--- src/rtl/filter_pkg.sv ---
// Shared types, widths and helpers for the 3x3 filter core.
// The kernel ALU and the pipeline top both import this package.
package filter_pkg;

  localparam int unsigned PIX_W  = 8;
  localparam int unsigned SUM_W  = 12;
  localparam int unsigned GRAD_W = 11;
  localparam int unsigned RAW_W  = GRAD_W + 1;

  typedef enum logic [1:0] {
    FMODE_PASS    = 2'd0,
    FMODE_GAUSS   = 2'd1,
    FMODE_SOBEL   = 2'd2,
    FMODE_LAPLACE = 2'd3
  } fmode_t;

  // 3x3 window, field pRC = row R, column C; p11 is the centre
  typedef struct packed {
    logic [PIX_W-1:0] p00, p01, p02;
    logic [PIX_W-1:0] p10, p11, p12;
    logic [PIX_W-1:0] p20, p21, p22;
  } win_t;

  // Two's-complement raw result -> 0..255
  function automatic logic [PIX_W-1:0] clamp_pix(input logic signed [RAW_W-1:0] raw);
    logic [PIX_W-1:0] res;
    if (raw[RAW_W-1])
      res = '0;
    else if (|raw[RAW_W-2:PIX_W])
      res = '1;
    else
      res = raw[PIX_W-1:0];
    return res;
  endfunction

endpackage

--- src/rtl/filter_kernel_alu.sv ---
// Combinational 3x3 kernel arithmetic: window + mode -> unclamped two's-complement result.
// Sits between pipeline stages S1 and S2 of filter_core_3x3.
module filter_kernel_alu
  import filter_pkg::*;
(
  input  win_t             win_i,
  input  fmode_t           mode_i,
  output logic [RAW_W-1:0] raw_o
);

  logic [SUM_W-1:0]  gsum;
  logic [GRAD_W-1:0] gx;
  logic [GRAD_W-1:0] gy;
  logic [RAW_W-1:0]  gx_ext;
  logic [RAW_W-1:0]  gy_ext;
  logic [RAW_W-1:0]  gx_abs;
  logic [RAW_W-1:0]  gy_abs;
  logic [RAW_W-1:0]  lap;

  always_comb begin
    gsum = SUM_W'(win_i.p00) + SUM_W'(win_i.p02) + SUM_W'(win_i.p20) + SUM_W'(win_i.p22)
         + ((SUM_W'(win_i.p01) + SUM_W'(win_i.p10) + SUM_W'(win_i.p12) + SUM_W'(win_i.p21)) << 1)
         + (SUM_W'(win_i.p11) << 2);

    // Gradients wrap modulo 2^GRAD_W; the true range -1020..1020 always fits
    gx = (GRAD_W'(win_i.p02) + (GRAD_W'(win_i.p12) << 1) + GRAD_W'(win_i.p22))
       - (GRAD_W'(win_i.p00) + (GRAD_W'(win_i.p10) << 1) + GRAD_W'(win_i.p20));
    gy = (GRAD_W'(win_i.p20) + (GRAD_W'(win_i.p21) << 1) + GRAD_W'(win_i.p22))
       - (GRAD_W'(win_i.p00) + (GRAD_W'(win_i.p01) << 1) + GRAD_W'(win_i.p02));
    gx_ext = {gx[GRAD_W-1], gx};
    gy_ext = {gy[GRAD_W-1], gy};
    gx_abs = gx_ext[RAW_W-1] ? -gx_ext : gx_ext;
    gy_abs = gy_ext[RAW_W-1] ? -gy_ext : gy_ext;

    lap = (RAW_W'(win_i.p11) << 2)
        - (RAW_W'(win_i.p01) + RAW_W'(win_i.p10) + RAW_W'(win_i.p12) + RAW_W'(win_i.p21));

    raw_o = RAW_W'(win_i.p11);
    case (mode_i)
      FMODE_PASS:    raw_o = RAW_W'(win_i.p11);
      FMODE_GAUSS:   raw_o = RAW_W'((gsum + SUM_W'(8)) >> 4);
      FMODE_SOBEL:   raw_o = gx_abs + gy_abs;
      FMODE_LAPLACE: raw_o = lap;
      default:       raw_o = RAW_W'(win_i.p11);
    endcase
  end

endmodule

--- src/rtl/filter_core_3x3.sv ---
// Three-stage 3x3 filter pipeline: S1 window/mode capture, S2 raw kernel result,
// S3 clamp plus output position counters and line/frame done pulses.
module filter_core_3x3
  import filter_pkg::*;
#(
  parameter int unsigned IMG_COLS = 540,
  parameter int unsigned IMG_ROWS = 960,
  parameter int unsigned COL_W    = 10,
  parameter int unsigned ROW_W    = 10
) (
  input  logic             clk,
  input  logic             rst_n,
  input  logic             core_en_i,
  input  logic [PIX_W-1:0] data_0_0_i,
  input  logic [PIX_W-1:0] data_0_1_i,
  input  logic [PIX_W-1:0] data_0_2_i,
  input  logic [PIX_W-1:0] data_1_0_i,
  input  logic [PIX_W-1:0] data_1_1_i,
  input  logic [PIX_W-1:0] data_1_2_i,
  input  logic [PIX_W-1:0] data_2_0_i,
  input  logic [PIX_W-1:0] data_2_1_i,
  input  logic [PIX_W-1:0] data_2_2_i,
  input  logic [1:0]       mode_i,
  output logic [PIX_W-1:0] pix_o,
  output logic             pix_valid_o,
  output logic [COL_W-1:0] pix_col_o,
  output logic [ROW_W-1:0] pix_row_o,
  output logic             line_done_o,
  output logic             frame_done_o,
  output logic             busy_o
);

  localparam logic [COL_W-1:0] LAST_COL = COL_W'(IMG_COLS - 1);
  localparam logic [ROW_W-1:0] LAST_ROW = ROW_W'(IMG_ROWS - 1);

  win_t             win_c;
  fmode_t           mode_sel_c;
  logic [RAW_W-1:0] raw_c;
  logic             line_last_c;

  logic             s1_valid_q, s1_valid_d;
  win_t             s1_win_q, s1_win_d;
  fmode_t           s1_mode_q, s1_mode_d;
  logic [COL_W-1:0] in_col_q, in_col_d;
  fmode_t           line_mode_q, line_mode_d;
  logic             s2_valid_q, s2_valid_d;
  logic [RAW_W-1:0] s2_raw_q, s2_raw_d;
  logic [PIX_W-1:0] pix_q, pix_d;
  logic             pix_valid_q, pix_valid_d;
  logic [COL_W-1:0] pix_col_q, pix_col_d;
  logic [ROW_W-1:0] pix_row_q, pix_row_d;
  logic             line_done_q, line_done_d;
  logic             frame_done_q, frame_done_d;
  logic             busy_q, busy_d;
  logic [COL_W-1:0] out_col_q, out_col_d;
  logic [ROW_W-1:0] out_row_q, out_row_d;

  assign win_c = {data_0_0_i, data_0_1_i, data_0_2_i,
                  data_1_0_i, data_1_1_i, data_1_2_i,
                  data_2_0_i, data_2_1_i, data_2_2_i};

  // Mode is taken from the port only on the first window of a line, then held
  assign mode_sel_c  = (in_col_q == '0) ? fmode_t'(mode_i) : line_mode_q;
  assign line_last_c = (out_col_q == LAST_COL);

  filter_kernel_alu u_alu (
    .win_i  (s1_win_q),
    .mode_i (s1_mode_q),
    .raw_o  (raw_c)
  );

  always_comb begin
    s1_valid_d   = core_en_i;
    s1_win_d     = s1_win_q;
    s1_mode_d    = s1_mode_q;
    in_col_d     = in_col_q;
    line_mode_d  = line_mode_q;
    s2_valid_d   = s1_valid_q;
    s2_raw_d     = s2_raw_q;
    pix_d        = pix_q;
    pix_valid_d  = s2_valid_q;
    pix_col_d    = pix_col_q;
    pix_row_d    = pix_row_q;
    line_done_d  = 1'b0;
    frame_done_d = 1'b0;
    out_col_d    = out_col_q;
    out_row_d    = out_row_q;
    // Registered equivalent of OR(S1,S2,S3 valid) as seen after this edge
    busy_d       = core_en_i | s1_valid_q | s2_valid_q;

    if (core_en_i) begin
      s1_win_d  = win_c;
      s1_mode_d = mode_sel_c;
      if (in_col_q == '0)
        line_mode_d = fmode_t'(mode_i);
      in_col_d = (in_col_q == LAST_COL) ? '0 : in_col_q + COL_W'(1);
    end

    if (s1_valid_q)
      s2_raw_d = raw_c;

    if (s2_valid_q) begin
      pix_d        = clamp_pix(s2_raw_q);
      pix_col_d    = out_col_q;
      pix_row_d    = out_row_q;
      line_done_d  = line_last_c;
      frame_done_d = line_last_c && (out_row_q == LAST_ROW);
      out_col_d    = line_last_c ? '0 : out_col_q + COL_W'(1);
      if (line_last_c)
        out_row_d = (out_row_q == LAST_ROW) ? '0 : out_row_q + ROW_W'(1);
    end
  end

  always_ff @(posedge clk or negedge rst_n) begin
    if (!rst_n) begin
      s1_valid_q   <= 1'b0;
      s1_win_q     <= '0;
      s1_mode_q    <= FMODE_PASS;
      in_col_q     <= '0;
      line_mode_q  <= FMODE_PASS;
      s2_valid_q   <= 1'b0;
      s2_raw_q     <= '0;
      pix_q        <= '0;
      pix_valid_q  <= 1'b0;
      pix_col_q    <= '0;
      pix_row_q    <= '0;
      line_done_q  <= 1'b0;
      frame_done_q <= 1'b0;
      busy_q       <= 1'b0;
      out_col_q    <= '0;
      out_row_q    <= '0;
    end else begin
      s1_valid_q   <= s1_valid_d;
      s1_win_q     <= s1_win_d;
      s1_mode_q    <= s1_mode_d;
      in_col_q     <= in_col_d;
      line_mode_q  <= line_mode_d;
      s2_valid_q   <= s2_valid_d;
      s2_raw_q     <= s2_raw_d;
      pix_q        <= pix_d;
      pix_valid_q  <= pix_valid_d;
      pix_col_q    <= pix_col_d;
      pix_row_q    <= pix_row_d;
      line_done_q  <= line_done_d;
      frame_done_q <= frame_done_d;
      busy_q       <= busy_d;
      out_col_q    <= out_col_d;
      out_row_q    <= out_row_d;
    end
  end

  assign pix_o        = pix_q;
  assign pix_valid_o  = pix_valid_q;
  assign pix_col_o    = pix_col_q;
  assign pix_row_o    = pix_row_q;
  assign line_done_o  = line_done_q;
  assign frame_done_o = frame_done_q;
  assign busy_o       = busy_q;

endmodule

--- config.mk ---
export PLATFORM = sky130hd
export DESIGN_NAME = filter_core_3x3
export DESIGN_NICKNAME = d
export VERILOG_FILES = /design/src/rtl/filter_pkg.sv /design/src/rtl/filter_kernel_alu.sv /design/src/rtl/filter_core_3x3.sv
export SDC_FILE = /design/constraint.sdc
export NUM_CORES = 1
export LEC_CHECK = 0
export BUFFER_PORTS_ARGS = -buffer_cell sky130_fd_sc_hd__buf_2
export CAP_MARGIN = 5
export CORE_MARGIN = 2
export CORE_UTILIZATION = 61
export CTS_CLUSTER_DIAMETER = 40
export DETAILED_ROUTE_END_ITERATION = 6
export HOLD_SLACK_MARGIN = 0.05
export PLACE_DENSITY = 0.77
export SYNTH_ARGS = -nofsm -noshare
export SYNTH_HDL_FRONTEND = slang
export SYNTH_SLANG_ARGS = --single-unit
--- constraint.sdc ---
create_clock -name clk -period 7.83 [get_ports clk]
set_input_delay 0.783 -clock clk [delete_from_list [all_inputs] [get_ports clk]]
set_output_delay 0.783 -clock clk [all_outputs]
set_load 0.03 [all_outputs]
==> impl_metrics.toml <==
[synthesis]
ys_async_sr_fraction_pct = 100
syn_nets = 1547
ys.flop_type = "dfrtp_1"
synth_area_um2 = 12300
synthDistinctLibCells = 75
ys_seq_area_share_pct = 30.6
synth.largest_area_cell = "dfrtp_1"
synth_edf_count = 0
synthCells = 1274
ys_ff_latch = 150
synth_top_area_share_pct = 30.6
synth_warnings = 0
avgSynthCellArea_um2 = 9.63
synth.area.top_cells = "dfrtp_1, ha_1, fa_1"

[sta]
finalSetupTns_ns = 0
rsz0062_at_grt = "false"
fmax_ghz = 0.152
fin_ws_ns = 1.26
slew_viol_final = 0
hold_slack_ns = 0.418
final.period_utilization_pct = 83.9
worst_pin_slew_ns = 1.01
setup_violations = 0
layout_min_cycle_time_ns = 6.57
fin_skew_ns = 0.0142
maxSlewHeadroom_pct = 32.8
finalHoldViolCount = 0

[route]
antenna_left = 0
top_layer = "met4"
m1WireLength_mm = 12.8
dr.first_iter.drc_count = 739
vias = 9304
met2_length_mm = 13.0
wl_per_cell_um = 16.9
drc = 0
vias_per_cell = 5.64
routed-wl-met3_mm = 1.38
drtPass1Iterations = 5
drt_wl_total_mm = 27.8

[setup_path]
required_ns = 8.17
endpoint_kind = "flip-flop"
crit_path_start_kind = "flip-flop"
cp_max_fo = 10
crit_type = "reg2reg"
ff2ff_path_depth = 26
crit_arrival_ns = 6.91

[clock_tree]
cts_inserted_buffers = 17
clock_latency_ns = 0.44
cts_setup_buffers = 0
cts_hold_buffers = 0
clockBufferDepth = 2
cts-resized-gates = 0
cts_tree = "done"
htreeDepth = 4
cts_sinks = 150
path_clk_slew_ns = 0.07
root_buffer = "clkbuf_16"

[grt]
grt_max_degree = 109
grtUsageTotal_pct = 27.5
grt_pass1_wl_mm = 47.1
grt-ovfl-total = 0
antenna_found_initial = 0
grt_pass1_vias = 9463

[die]
rows = 51
die_w_um = 146
io_pins = 109
initial_utilization_pct = 62.6
fp.coreArea_um2 = 19600
die_area_um2 = 21300
die_h_um = 146

[placement]
io_buffers = 108
gp_congestion = 0.927
dp_slack_ns = 1.28
dp_hpwl_mm = 22.1

[finish]
syn_to_final_growth_pct = 11.0
nets = 1645
fill_cells = 1520
multi_input_area_um2 = 7700
regArea_um2 = 3750
diodes = 0
drive_gt1_share_pct = 16.8

[status]
status = "complete, no violations"

[hold_path]
min_path_type = "in2async"

[flow_run]
max_cap_viol_count = 0
cells in the mapped netlist (all sizes together) (5+ instances only):
library cell  number
inv              184
dfrtp            150
ha               125
o21ai             94
nand2             92
fa                71
a21oi             69
mux2              66
nor2              66
xnor2             66
xor2              43
clkbuf            28
o21bai            21
a21o              19
nand3             18
nor3              17
a31oi             13
nor2b             11
nor4               9
and2               7
nand4              7
o21a               7
and3               6
o211ai             6
or3                6
a211oi             5
buf                5
mux2i              5
or4                5
metrics by stage:
stage | std cells | cell area, um^2 | utilization [%]
final | 1650 | 13600 | 69.5
after CTS | 1650 | 13600 | 69.5
after global routing | 1650 | 13600 | 69.5
after global placement | 1618 | 13100 | 66.7
after detailed placement | 1618 | 13100 | 66.7
after floorplan | 1274 | 12300 | -
cell type report:
| class | instances | area share, % |
|---|---|---|
| inverter | 184 | 5.07 |
| multi-input combinational | 907 | 56.6 |
| tap | 265 | 2.43 |
| sequential | 150 | 27.6 |
| timing repair buffer | 112 | 4.25 |
| clock buffer | 17 | 3.12 |
| clock inverter | 15 | 1.00 |
path summary, 6_finish.rpt:
kind / startpoint / endpoint / slack [ns]
max: s1_win_q[49] / s2_raw_q[5] / 1.26
min reg2reg: pix_col_o[6] / pix_col_o[6] / 0.50
min in group clk: pix_col_o[6] / pix_col_o[6] / 0.50
max in group asynchronous: rst_n / s1_win_q[46] / 6.15
min: rst_n / s2_raw_q[0] / 0.42
max reg2reg: s1_win_q[49] / s2_raw_q[5] / 1.26
layout by cell type, fill, tap and decap left out, drive strengths merged, types with 6 or more instances in the layout:
master / n
a21o: 19
a21oi: 69
a31oi: 13
and2: 7
and3: 6
buf: 112
clkbuf: 17
dfrtp: 150
fa: 71
ha: 125
inv: 194
mux2: 66
nand2: 92
nand3: 18
nand4: 7
nor2: 66
nor2b: 11
nor3: 17
nor4: 9
o211ai: 6
o21a: 7
o21ai: 94
o21bai: 21
or3: 6
xnor2: 66
xor2: 43
cell families after synthesis:
logic type | share of synthesized area, %
xor+xnor | 7.90
mux | 6.86
flops | 30.6
fa+ha+maj | 24.3
compound gates | 13.2
simple gates | 10.5
buf+inv | 6.65
critical path, cell delays in order (launching register included):
cell	delay, ns
dfrtp_1	0.45
ha_1	0.24
fa_1	0.41
a21oi_1	0.18
nor2_1	0.06
nor2_1	0.19
o21bai_1	0.09
a21oi_1	0.22
xnor2_1	0.11
fa_1	0.48
inv_1	0.05
fa_1	0.50
inv_1	0.04
ha_1	0.29
o21ai_0	0.11
o21bai_1	0.21
a31o_1	0.19
a21oi_2	0.07
xnor2_2	0.38
mux2_2	0.42
ha_1	0.28
a21o_1	0.17
a21oi_1	0.25
nor2_1	0.09
or4_1	0.49
a32o_1	0.27
a31oi_1	0.20
registers in the layout (all words and copies together), names as in the netlist:
name	flops
busy_o	1
frame_done_o	1
in_col_q	10
line_done_o	1
line_mode_q	2
out_col_q	10
out_row_q	10
pix_col_o	10
pix_o	8
pix_row_o	10
pix_valid_d	1
pix_valid_o	1
s1_valid_q	1
s1_win_q	72
s2_raw_q	12
metal layers:
metal	track usage (%)	vias up
li1	-	4514
met1	38.3	4467
met2	44.7	267
met3	4.42	56
met4	7.84	0
met5	0	-
Power is not shown: default switching activity piles up to over one toggle a cycle in this logic, so the estimate is an artifact.
